$ cat src/rtl/mult_wb_pkg.sv
// mult_wb_pkg: shared constants and FSM encoding for mult_wb_sequencer.
`default_nettype none

package mult_wb_pkg;

  localparam int ADDR_W_DEF = 5;
  localparam int DATA_W_DEF = 8;

  localparam int FLAGS_W   = 3;
  localparam int FLAG_ZERO = 0;
  localparam int FLAG_NEG  = 1;
  localparam int FLAG_RSVD = 2;

  typedef enum logic [1:0] {
    IDLE    = 2'd0,
    WR_LOW  = 2'd1,
    WR_HIGH = 2'd2
  } state_e;

endpackage : mult_wb_pkg

`default_nettype wire

$ cat src/rtl/mult_wb_sequencer.sv
// mult_wb_sequencer: writes a captured multiplier product back to the register file as one or two bytes.
// Rev 1.0. Optional macro MULT_WB_PAIR_ALIGN_EN forces wide destinations onto an even register.
`default_nettype none

module mult_wb_sequencer
  import mult_wb_pkg::*;
#(
  parameter int ADDR_W = ADDR_W_DEF,
  parameter int DATA_W = DATA_W_DEF
) (
  input  logic                clock,
  input  logic                reset,
  input  logic                start,
  input  logic                wide,
  input  logic [ADDR_W-1:0]   dest_addr,
  input  logic [2*DATA_W-1:0] result_in,
  input  logic [FLAGS_W-1:0]  flags_in,
  input  logic                wb_ready,
  output logic                stall,
  output logic                rf_we,
  output logic [ADDR_W-1:0]   rf_addr,
  output logic [DATA_W-1:0]   rf_data,
  output logic                flags_we,
  output logic [FLAGS_W-1:0]  flags_out,
  output logic                done
);

  state_e                state_q, state_d;
  logic                  wide_q, wide_d;
  logic [ADDR_W-1:0]     dest_q, dest_d;
  logic [2*DATA_W-1:0]   result_q, result_d;
  logic [FLAGS_W-1:0]    flags_q, flags_d;

  logic                  stall_q, stall_d;
  logic                  rf_we_q, rf_we_d;
  logic [ADDR_W-1:0]     rf_addr_q, rf_addr_d;
  logic [DATA_W-1:0]     rf_data_q, rf_data_d;
  logic                  flags_we_q, flags_we_d;
  logic [FLAGS_W-1:0]    flags_out_q, flags_out_d;
  logic                  done_q, done_d;

  logic                  write_done;
  logic [ADDR_W-1:0]     dest_capture;

  assign write_done = rf_we_q & wb_ready;

`ifdef MULT_WB_PAIR_ALIGN_EN
  assign dest_capture = wide ? {dest_addr[ADDR_W-1:1], 1'b0} : dest_addr;
`else
  assign dest_capture = dest_addr;
`endif

  always_comb begin
    state_d  = state_q;
    wide_d   = wide_q;
    dest_d   = dest_q;
    result_d = result_q;
    flags_d  = flags_q;
    done_d   = 1'b0;

    case (state_q)
      IDLE: begin
        if (start) begin
          state_d  = WR_LOW;
          wide_d   = wide;
          dest_d   = dest_capture;
          result_d = result_in;
          flags_d  = flags_in;
        end
      end
      WR_LOW: begin
        if (write_done) begin
          if (wide_q) begin
            state_d = WR_HIGH;
          end else begin
            state_d = IDLE;
            done_d  = 1'b1;
          end
        end
      end
      WR_HIGH: begin
        if (write_done) begin
          state_d = IDLE;
          done_d  = 1'b1;
        end
      end
      default: state_d = IDLE;
    endcase

    // Returning to IDLE drops the finished transaction so idle outputs read as zero.
    if (state_d == IDLE) begin
      wide_d   = 1'b0;
      dest_d   = '0;
      result_d = '0;
      flags_d  = '0;
    end

    stall_d     = (state_d != IDLE);
    rf_we_d     = (state_d != IDLE);
    flags_out_d = flags_d;
    flags_we_d  = (state_d == WR_HIGH) || ((state_d == WR_LOW) && !wide_d);

    case (state_d)
      WR_LOW: begin
        rf_addr_d = dest_d;
        rf_data_d = result_d[DATA_W-1:0];
      end
      WR_HIGH: begin
        rf_addr_d = dest_d + ADDR_W'(1);
        rf_data_d = result_d[2*DATA_W-1:DATA_W];
      end
      default: begin
        rf_addr_d = '0;
        rf_data_d = '0;
      end
    endcase
  end

  always_ff @(posedge clock or posedge reset) begin
    if (reset) begin
      state_q     <= IDLE;
      wide_q      <= 1'b0;
      dest_q      <= '0;
      result_q    <= '0;
      flags_q     <= '0;
      stall_q     <= 1'b0;
      rf_we_q     <= 1'b0;
      rf_addr_q   <= '0;
      rf_data_q   <= '0;
      flags_we_q  <= 1'b0;
      flags_out_q <= '0;
      done_q      <= 1'b0;
    end else begin
      state_q     <= state_d;
      wide_q      <= wide_d;
      dest_q      <= dest_d;
      result_q    <= result_d;
      flags_q     <= flags_d;
      stall_q     <= stall_d;
      rf_we_q     <= rf_we_d;
      rf_addr_q   <= rf_addr_d;
      rf_data_q   <= rf_data_d;
      flags_we_q  <= flags_we_d;
      flags_out_q <= flags_out_d;
      done_q      <= done_d;
    end
  end

  assign stall     = stall_q;
  assign rf_we     = rf_we_q;
  assign rf_addr   = rf_addr_q;
  assign rf_data   = rf_data_q;
  assign flags_we  = flags_we_q;
  assign flags_out = flags_out_q;
  assign done      = done_q;

endmodule : mult_wb_sequencer

`default_nettype wire
$ cat config.mk
export PLATFORM = sky130hd
export DESIGN_NAME = mult_wb_sequencer
export DESIGN_NICKNAME = d
export VERILOG_FILES = /design/src/rtl/mult_wb_pkg.sv /design/src/rtl/mult_wb_sequencer.sv
export SDC_FILE = /design/constraint.sdc
export NUM_CORES = 1
export LEC_CHECK = 0
export CAP_MARGIN = 20
export CORE_ASPECT_RATIO = 2
export CORE_MARGIN = 1.5
export CORE_UTILIZATION = 28
export CTS_BUF_LIST = sky130_fd_sc_hd__clkbuf_4 sky130_fd_sc_hd__clkbuf_8
export CTS_CLUSTER_SIZE = 12
export DETAILED_ROUTE_END_ITERATION = 6
export SYNTH_ARGS = -nofsm -noshare
export SYNTH_HDL_FRONTEND = slang
export SYNTH_SLANG_ARGS = --single-unit
export TNS_END_PERCENT = 20
$ cat constraint.sdc
create_clock -name clock -period 3.15 [get_ports clock]
set_input_delay 0.63 -clock clock [delete_from_list [all_inputs] [get_ports clock]]
set_output_delay 0.63 -clock clock [all_outputs]
set_load 0.02 [all_outputs]
==> results.json, run 1 <==
{
  "design.die.area_um2": 8260,
  "grt_pass1_wl_mm": 8.21,
  "fin_cells": 355,
  "finClkSkew_ps": 6.97,
  "use_met3_pct": 2.55,
  "core_region_area_um2": 7540,
  "fillerInstances": 756,
  "period_minus_slack_ps": 2770,
  "worst_hold_path_type": "register to register",
  "vdd_ir_drop_max_uv": 303,
  "tightestPinTransition_ps": 539,
  "synth.distinct_cells": 35,
  "netlist_instances": 207,
  "grt_pass1_vias": 1722,
  "cellPowerDensity_nw_per_um2": 854,
  "diodes": 0,
  "viasPerCell": 4.72,
  "r2r_slack_ps": 450,
  "cp-startpoint": "wb_ready",
  "post-route-util_pct": 38.0,
  "whs_path_depth": 2,
  "hold_viol": 0,
  "antenna_left": 0,
  "grt_max_degree": 44,
  "cp_slowest_cell": "clkdlybuf4s50_1",
  "critPathCaptureType": "register",
  "tns_ps": 0,
  "rows": 45,
  "maxCapViolations": 0,
  "dieWidth_um": 65.0,
  "portBuffers": 48,
  "power.leakage_uw": 0.00125,
  "cp.required_ps": 3330,
  "final_nets": 297,
  "cts_root_buf": "clkbuf_8",
  "post_cts_buffers": 0,
  "hold_slack_ps": 528,
  "postCtsHoldBufs": 0,
  "r2r_cells": 13,
  "grt.overflow.total": 0,
  "clk_pin_slew_ps": 80,
  "dr.pass1.iters": 4,
  "cpPeakStageDelay_ps": 450,
  "wirelength_mm": 5.08,
  "grt_busiest_layer": "met2",
  "status": "finished, final reports clean",
  "placed_cells": 347,
  "rsz0062_at_grt": "no",
  "clk_latency_ps": 300,
  "drcViolationCount": 0,
  "maxSlewHeadroom_pct": 64.0,
  "critPathLaunchType": "input port",
  "syn_area_um2": 2150,
  "tritoncts": "done",
  "whs_endpoint": "flags_out[0]$_DFFE_PP0P_",
  "drt_iter0_drc": 36,
  "met2_usage_pct": 22.9,
  "fmax_ghz": 0.360,
  "crit_arrival_ps": 2960,
  "place.gp.congestion": 0.767,
  "vias": 1674,
  "htree_levels": 2,
  "placed_area_um2": 2760,
  "reg2reg_from": "state_q[1]$_DFF_PP0_",
  "ys_seq_area_share_pct": 49.9,
  "grtUsageTotal_pct": 13.3,
  "wl_per_cell_um": 14.3,
  "ios": 49,
  "path_max_fanout": 5,
  "antenna_found_initial": 0,
  "start_util_pct": 28.6,
  "clockBufferDepth": 2,
  "syn2layout_area_growth_pct": 33.2,
  "avgSynthCellArea_um2": 10.4,
  "cts-buffers-inserted": 5,
  "die_h_um": 127,
  "grtUsageMet1_pct": 14.9,
  "period_share_pct": 88.1,
  "setup_viol": 0,
  "critPathKind": "input port to register",
  "hpwl_mm": 3.71,
  "hold_start": "flags_out[0]$_DFFE_PP0P_",
  "path_cells": "clkdlybuf4s50_1, a21oi_1, o21ai_0, a21o_1, ha_1, a21oi_1, ha_1, nand3b_1, a221oi_1, a31oi_1, or3b_1",
  "drive_gt1_share_pct": 16.9,
  "ys_warn_count": 0,
  "slew_violations": 0,
  "ys_ff_latch": 43,
  "finalInstanceArea_um2": 2870,
  "timing.rr.end": "rf_addr[4]$_DFF_PP0_",
  "syn_nets": 244,
  "cts_sinks": 43,
  "cts_resized": 0
}
## cell families (layout without fill, tap and decap cells)
group / Yosys count / count (layout) / share of synthesized area [%]
AOI/OAI and AO/OA: 68 / 68 / 23.1
DFF: 43 / 43 / 49.9
buffers and inverters: 25 / 79 / 6.39
and+or+nand+nor: 61 / 61 / 15.0
adders and majority gates: 8 / 8 / 4.65
muxes: 2 / 2 / 0.987
## layout make-up
type / instances / area [µm²] / area share (%)
multi-input combinational: 139 / 941 / 32.8
tap: 94 / 118 / 4.10
clock buffer: 5 / 68.8 / 2.40
sequential: 43 / 1080 / 37.5
clock inverter: 3 / 43.8 / 1.53
timing repair buffer: 63 / 593 / 20.7
inverter: 8 / 30.0 / 1.05
## flip-flops by register name (all words and copies together) (netlist names)
register,cells
dest_q,5
done,1
flags_out,3
flags_we,1
result_q,16
rf_addr,5
rf_data,8
rf_we,1
state_q,2
wide_q,1
## how the worst max path moves through the flow
| stage | to |
|---|---|
| final | rf_addr[4]$_DFF_PP0_ |
| after global routing | rf_addr[4]$_DFF_PP0_ |
| after CTS | rf_addr[4]$_DFF_PP0_ |
| after detailed placement | rf_addr[4]$_DFF_PP0_ |
| after global placement | rf_addr[4]$_DFF_PP0_ |
| after floorplan | rf_addr[4]$_DFF_PP0_ |
## cell usage after synthesis
library cell / instances / area, µm²
o21ai_0: 2 / 10.0
nand3_1: 20 / 100
dfrtp_1: 43 / 1080
o21bai_1: 1 / 7.51
buf_4: 4 / 30.0
mux2_2: 1 / 11.3
nor2_1: 3 / 11.3
nand4b_1: 2 / 17.5
and2_1: 2 / 12.5
or3b_1: 1 / 8.76
a22oi_1: 9 / 67.6
a221oi_1: 1 / 8.76
mux2i_1: 1 / 10.0
a21bo_2: 17 / 170
buf_2: 5 / 25.0
ha_1: 8 / 100
nor2b_1: 10 / 62.6
o31a_1: 1 / 8.76
clkbuf_1: 4 / 15.0
a21oi_1: 26 / 130
nand3b_1: 1 / 7.51
buf_6: 3 / 33.8
nor3b_1: 1 / 7.51
a21o_1: 4 / 30.0
nand3_2: 1 / 10.0
nand4_1: 1 / 6.26
nand2_1: 16 / 60.1
buf_1: 1 / 3.75
inv_1: 8 / 30.0
nor4_1: 1 / 6.26
a21bo_1: 3 / 30.0
a31oi_1: 1 / 6.26
o211a_1: 1 / 10.0
and3_1: 2 / 12.5
a21oi_2: 2 / 17.5
## metrics by stage
| step | total power [µW] | worst slack [ps] |
|---|---|---|
| floorplan | 1610 | 6.59 |
| global placement | 2030 | 154 |
| detailed placement | 2040 | 79.3 |
| CTS | 2480 | 379 |
| global route | 2610 | 173 |
| finish | 2450 | 376 |
## power by group
group | total, µW | internal [µW] | switching (µW)
sequential | 786 | 722 | 63.6
clock | 430 | 236 | 194
combinational | 1230 | 552 | 682
total | 2450 | 1510 | 940
## worst max-delay path, delay by kind of cell
| family | cells | cell delay, ps |
|---|---|---|
| and+or+nand+nor | 2 | 470 |
| buffers and inverters | 1 | 450 |
| adders and majority gates | 2 | 490 |
| AOI/OAI and AO/OA | 6 | 920 |
## metal layers
layer / wire, µm / up-vias
met1: 1980 / 800
met2: 2760 / 40
met5: 0 / -
li1: - / 824
met3: 148 / 10
met4: 190 / 0
## cell usage in the layout (no fill, tap or decap), types with 2 or more instances in the layout
cell and count:
a21oi_2 2, o21ai_0 2, a22oi_1 9, clkbuf_8 5, dfrtp_1 43, inv_1 7, nand2_1 16, ha_1 8
nand3_1 20, nand4b_1 2, and2_1 2, buf_4 15, a21oi_1 26, a21bo_2 17, clkdlybuf4s50_1 48, a21bo_1 3
a21o_1 4, and3_1 2, nor2_1 3, nor2b_1 10
No activity file was read; power rests on OpenSTA's default activity.
==> run 2, diff against run 1 <==
--- a/config.mk
+++ b/config.mk
@@ -10,7 +10,7 @@
 export CORE_MARGIN = 1.5
 export CORE_UTILIZATION = 28
 export CTS_BUF_LIST = sky130_fd_sc_hd__clkbuf_4 sky130_fd_sc_hd__clkbuf_8
-export CTS_CLUSTER_SIZE = 12
+export CTS_CLUSTER_SIZE = 14
 export DETAILED_ROUTE_END_ITERATION = 6
 export SYNTH_ARGS = -nofsm -noshare
 export SYNTH_HDL_FRONTEND = slang
==> results of run 2 <==
The final DEF is identical to that of run 1; final timing and power are the same.
==> run 3, diff against run 2 <==
--- a/config.mk
+++ b/config.mk
@@ -12,6 +12,7 @@
 export CTS_BUF_LIST = sky130_fd_sc_hd__clkbuf_4 sky130_fd_sc_hd__clkbuf_8
 export CTS_CLUSTER_SIZE = 14
 export DETAILED_ROUTE_END_ITERATION = 6
+export PLACE_DENSITY_LB_ADDON = 0.12
 export SYNTH_ARGS = -nofsm -noshare
 export SYNTH_HDL_FRONTEND = slang
 export SYNTH_SLANG_ARGS = --single-unit
==> results.json, run 3 (same netlist as run 1, synthesis figures left out) <==
{
  "path_max_fanout": 4,
  "dr.pass1.iters": 4,
  "dieWidth_um": 65.0,
  "clk_pin_slew_ps": 90,
  "critPathCaptureType": "register",
  "viasPerCell": 4.83,
  "cp_slowest_cell": "clkdlybuf4s50_1",
  "whs_endpoint": "flags_out[2]$_DFFE_PP0P_",
  "portBuffers": 48,
  "post_cts_buffers": 0,
  "rsz0062_at_grt": "no",
  "critPathKind": "input port to register",
  "cts_sinks": 43,
  "final_common_cell": "clkdlybuf4s50_1",
  "cts_resized": 0,
  "clockBufferDepth": 2,
  "drive_gt1_share_pct": 16.2,
  "period_minus_slack_ps": 2760,
  "fillerInstances": 809,
  "wirelength_mm": 5.36,
  "antenna_left": 0,
  "cts-buffers-inserted": 5,
  "tns_ps": 0,
  "finClkSkew_ps": 6.89,
  "top_register": "result_q",
  "postCtsHoldBufs": 0,
  "maxCapViolations": 0,
  "status": "finished, final reports clean",
  "antenna_found_initial": 0,
  "drt_iter0_drc": 47,
  "rows": 45,
  "timing.rr.end": "rf_addr[4]$_DFF_PP0_",
  "grt.overflow.total": 0,
  "vdd_ir_drop_max_uv": 306,
  "worst_hold_path_type": "register to register",
  "reg2reg_from": "state_q[1]$_DFF_PP0_",
  "largest_reg_flops": 16,
  "core_region_area_um2": 7540,
  "htree_levels": 2,
  "slew_violations": 0,
  "grt_pass1_vias": 1739,
  "fmax_ghz": 0.362,
  "crit_arrival_ps": 2950,
  "diodes": 0,
  "vias": 1704,
  "final_nets": 295,
  "hold_slack_ps": 536,
  "cpPeakStageDelay_ps": 440,
  "hpwl_mm": 3.95,
  "whs_path_depth": 2,
  "path_cells": "clkdlybuf4s50_1, a21oi_1, o21ai_0, a21o_1, ha_1, a21oi_1, ha_1, nand3b_1, a221oi_1, a31oi_1, or3b_1",
  "most-common-layout-cells": "clkdlybuf4s50_1, dfrtp_1, a21oi_1, nand3_1, a21bo_2",
  "critPathLaunchType": "input port",
  "power.leakage_uw": 0.00124,
  "place.gp.congestion": 0.749,
  "start_util_pct": 28.6,
  "clk_latency_ps": 300,
  "wl_per_cell_um": 15.2,
  "die_h_um": 127,
  "period_share_pct": 87.7,
  "setup_viol": 0,
  "ios": 49,
  "tightestPinTransition_ps": 691,
  "syn2layout_area_growth_pct": 32.1,
  "r2r_cells": 13,
  "r2r_slack_ps": 420,
  "grt_max_degree": 34,
  "path_buf_inv": 1,
  "grtUsageTotal_pct": 14.1,
  "hold_start": "flags_out[2]$_DFFE_PP0P_",
  "drcViolationCount": 0,
  "cts_root_buf": "clkbuf_8",
  "cp.required_ps": 3340,
  "design.die.area_um2": 8260,
  "tritoncts": "done",
  "grt_pass1_wl_mm": 8.79,
  "maxSlewHeadroom_pct": 53.6,
  "critPathTopFamily": "compound AO/OA/AOI/OAI gates",
  "hold_viol": 0,
  "cellPowerDensity_nw_per_um2": 846
}
[run 3: changes by cell type in the layout (fill, tap and decap cells not counted), sizes merged]
cell,previous run,this run
buf,15,13
clkbuf,5,8
bufinv,1,0
clkinv,3,1
[run 3: layout make-up]
type                    count  area, µm²  share of cell area [%]
clock buffers               8        104                    3.65
well taps                  94        118                    4.13
inverters                   8       30.0                    1.05
repair buffers             61        578                    20.3
flip-flops and latches     43       1080                    37.8
multi-input cells         139        941                    33.1
[run 3: metrics by stage]
stage          setup WS, ps  util, %  std cells  area [µm²]  power (µW)
2_1_floorplan          6.59        -        207        2150        1610
3_3_place_gp            116     36.4        345        2740        2040
3_5_place_dp           53.1     36.4        345        2740        2040
4_1_cts                 385     37.7        353        2850        2450
5_1_grt                 141     37.7        353        2850        2590
6_report                386     37.7        353        2850        2410
[run 3: tightest hold or removal path: stages, from the launching register on]
cell	delay, ps
dfrtp_1	390
nand2_1	60
a21oi_1	60
[run 3: how the worst max path moves through the flow]
stage / startpoint / endpoint / slack [ps] / cells after the start
6_report: wb_ready / rf_addr[4]$_DFF_PP0_ / 390 / 11
2_1_floorplan: state_q[0]$_DFF_PP0_ / rf_addr[4]$_DFF_PP0_ / 7 / 17
3_5_place_dp: wb_ready / rf_addr[4]$_DFF_PP0_ / 50 / 11
3_3_place_gp: wb_ready / rf_addr[4]$_DFF_PP0_ / 120 / 11
5_1_grt: state_q[1]$_DFF_PP0_ / rf_addr[4]$_DFF_PP0_ / 140 / 13
4_1_cts: wb_ready / rf_addr[4]$_DFF_PP0_ / 380 / 11
[run 3: layer usage]
metal / up-vias / share of wire (%) / routed length [µm] / GRT usage (%)
li1: 824 / - / - / -
met5: - / 0 / 0 / 0
met3: 10 / 3.3 / 177 / 2.46
met2: 33 / 57 / 3040 / 26.3
met1: 837 / 37 / 2010 / 14.9
met4: 0 / 2.6 / 140 / 6.50
[run 3: where the power goes]
part           total [µW]  internal [µW]  leakage (µW)  switching, µW
sequential            786            722      0.000583           64.5
clock                 402            209     0.0000549            193
combinational        1220            530      0.000603            689
==> variant (settings of run 3) <==
Register the output `flags_out` once more; this adds one clock of latency there. The other outputs are not delayed to match.
--- a/src/rtl/mult_wb_sequencer.sv
+++ b/src/rtl/mult_wb_sequencer.sv
@@ -151,7 +151,9 @@
   assign rf_addr   = rf_addr_q;
   assign rf_data   = rf_data_q;
   assign flags_we  = flags_we_q;
-  assign flags_out = flags_out_q;
+  always_ff @(posedge clock) begin
+    flags_out <= flags_out_q;
+  end
   assign done      = done_q;
 
 endmodule : mult_wb_sequencer
Check against the original RTL: not equivalent (Yosys sat finds a counterexample within 4 cycles, from zero or initial values and one cycle with reset high).
==> variant against run 3 <==
  * Wire length increased by 4.4%
  * Clock skew fell by 0.0016 ns
  * Power up 5.9%
  * Utilization grew 0.72 points
  * Worst setup slack got worse by 0.049 ns
  * Sequential cell count up 3
  * Cell count increased by 1.1%
  * Via count rose by 0.18%
  * Synthesized area grew 2.8%
  * Fmax down 1.7%
  * Die area grew 2.7%
  * Design area is 2.7% higher
  * Critical path type unchanged
==> variant: results (changes against run 3) <==
worst_hold_path:
  min_path_type: "register to register"  # unchanged
  hold_end: "flags_out[0]"  # was flags_out[2]
  hold_path_depth: 0  # was 2
  hp-start: "flags_out_q[0]"  # was flags_out[2]
sta:
  fin_ws_ns: 0.3373  # was 0.3863 ns
  fin_hold_ws_ns: 0.3775  # was 0.5365 ns
  fin_worst_skew_ns: 0.005249  # was 0.006893 ns
  tightest_slew_ns: 0.5583  # was 0.6912 ns
status:
  status: "finished, final reports clean"  # unchanged
clock_tree:
  htreeDepth: 2  # unchanged
  ctsLongestPathBuffers: 2  # unchanged
  cts_resized: 0  # unchanged
  cts_root_buffer: "clkbuf_8"  # unchanged
route:
  wirelength_um: 5596  # was 5359 um
  drtIter0Drc: 38  # was 47
  drtPass1Iterations: 4  # unchanged
  dr.max_layer_used: "met4"  # unchanged
  wl_met2_um: 3036  # unchanged
  vias: 1707  # was 1704
  met1Wirelength_um: 2269  # was 2005 um
  wl_met3_um: 153  # was 177 um
global_route:
  met1_usage: 0.1761  # was 0.1485
  antenna_found_initial: 0  # unchanged
  use_met3: 0.02535  # was 0.02465
  grt_pass1_vias: 1801  # was 1739
  grtUsageMet2: 0.2490  # was 0.2632
  grt_max_degree: 44  # was 34
  grt_pass1_wl_um: 9328  # was 8790 um
  grt_usage: 0.1472  # was 0.1408
cells_and_area:
  fillers: 805  # was 809
  drive_above_1_share: 0.1635  # was 0.1622
  final_nets: 299  # was 295
  diodes: 0  # unchanged
placed_design:
  place.port_buffers: 48  # unchanged
  finalWeightedCongestion: 0.7113  # was 0.7492
  dp_worst_setup_slack_ns: 0.03412  # was 0.05313 ns
  place_hpwl_um: 3882  # was 3951 um
power_and_ir_drop:
  ir_drop_mv: 0.3059  # about the same
  leakagePower_uw: 0.001275  # was 0.001241 uW
synth:
  muxShareOfSynthArea: 0.009605  # was 0.009872
  postSynthNetCount: 247  # was 244
  async_flop_share: 0.9348  # was 1.000
  synth_area_leaders: "dfrtp_1, a21bo_2, a21oi_1"  # unchanged
  synth_fa_ha_area_frac: 0.04520  # was 0.04646
  synth_cell_types: 36  # was 35
  synth_compound_area_frac: 0.2243  # was 0.2305
  synth_xor_area_frac: 0  # unchanged
  synth-seq-area-share: 0.5130  # was 0.4994
setup_path:
  r2r-start: "state_q[0]"  # was state_q[1]
  ff2ff_path_depth: 12  # was 13
  cp-end-kind: "register"  # unchanged
  cp.arrival_ns: 3.00  # was 2.95 ns
  slowest_delay_ns: 0.44  # about the same
  critPathMaxFanout: 4  # unchanged
  crit_family: "compound AO/OA/AOI/OAI gates"  # unchanged
  cp-startpoint: "wb_ready"  # unchanged
variant: changes by cell type in the layout (fill, tap and decap cells not counted), sizes merged:
| cell | run 3 | this run |
|---|---|---|
| clkinv | 1 | 2 |
| dfxtp | 0 | 3 |
| clkbuf | 8 | 5 |
| buf | 13 | 14 |
| inv | 7 | 8 |
| bufinv | 0 | 1 |
variant: cell type report:
type                       count  share of cell area
sequential                    46              0.3887
multi-input combinational    139              0.3219
timing repair buffer          62              0.2003
tap                           94             0.04024
clock buffer                   5             0.02354
clock inverter                 3             0.01498
inverter                       8             0.01027
variant: per-stage QoR:
| stage | cell area [um^2] | std cells |
|---|---|---|
| finish | 2923 | 357 |
| global route | 2923 | 357 |
| CTS | 2923 | 357 |
| detailed placement | 2810 | 349 |
| global placement | 2810 | 349 |
| floorplan | 2215 | 210 |
variant: power by group:
part / internal, uW / switching [uW] / leakage (uW)
Clock: 238 / 219 / 0.0000585
Sequential: 774 / 65.2 / 0.000608
Combinational: 544 / 708 / 0.000609
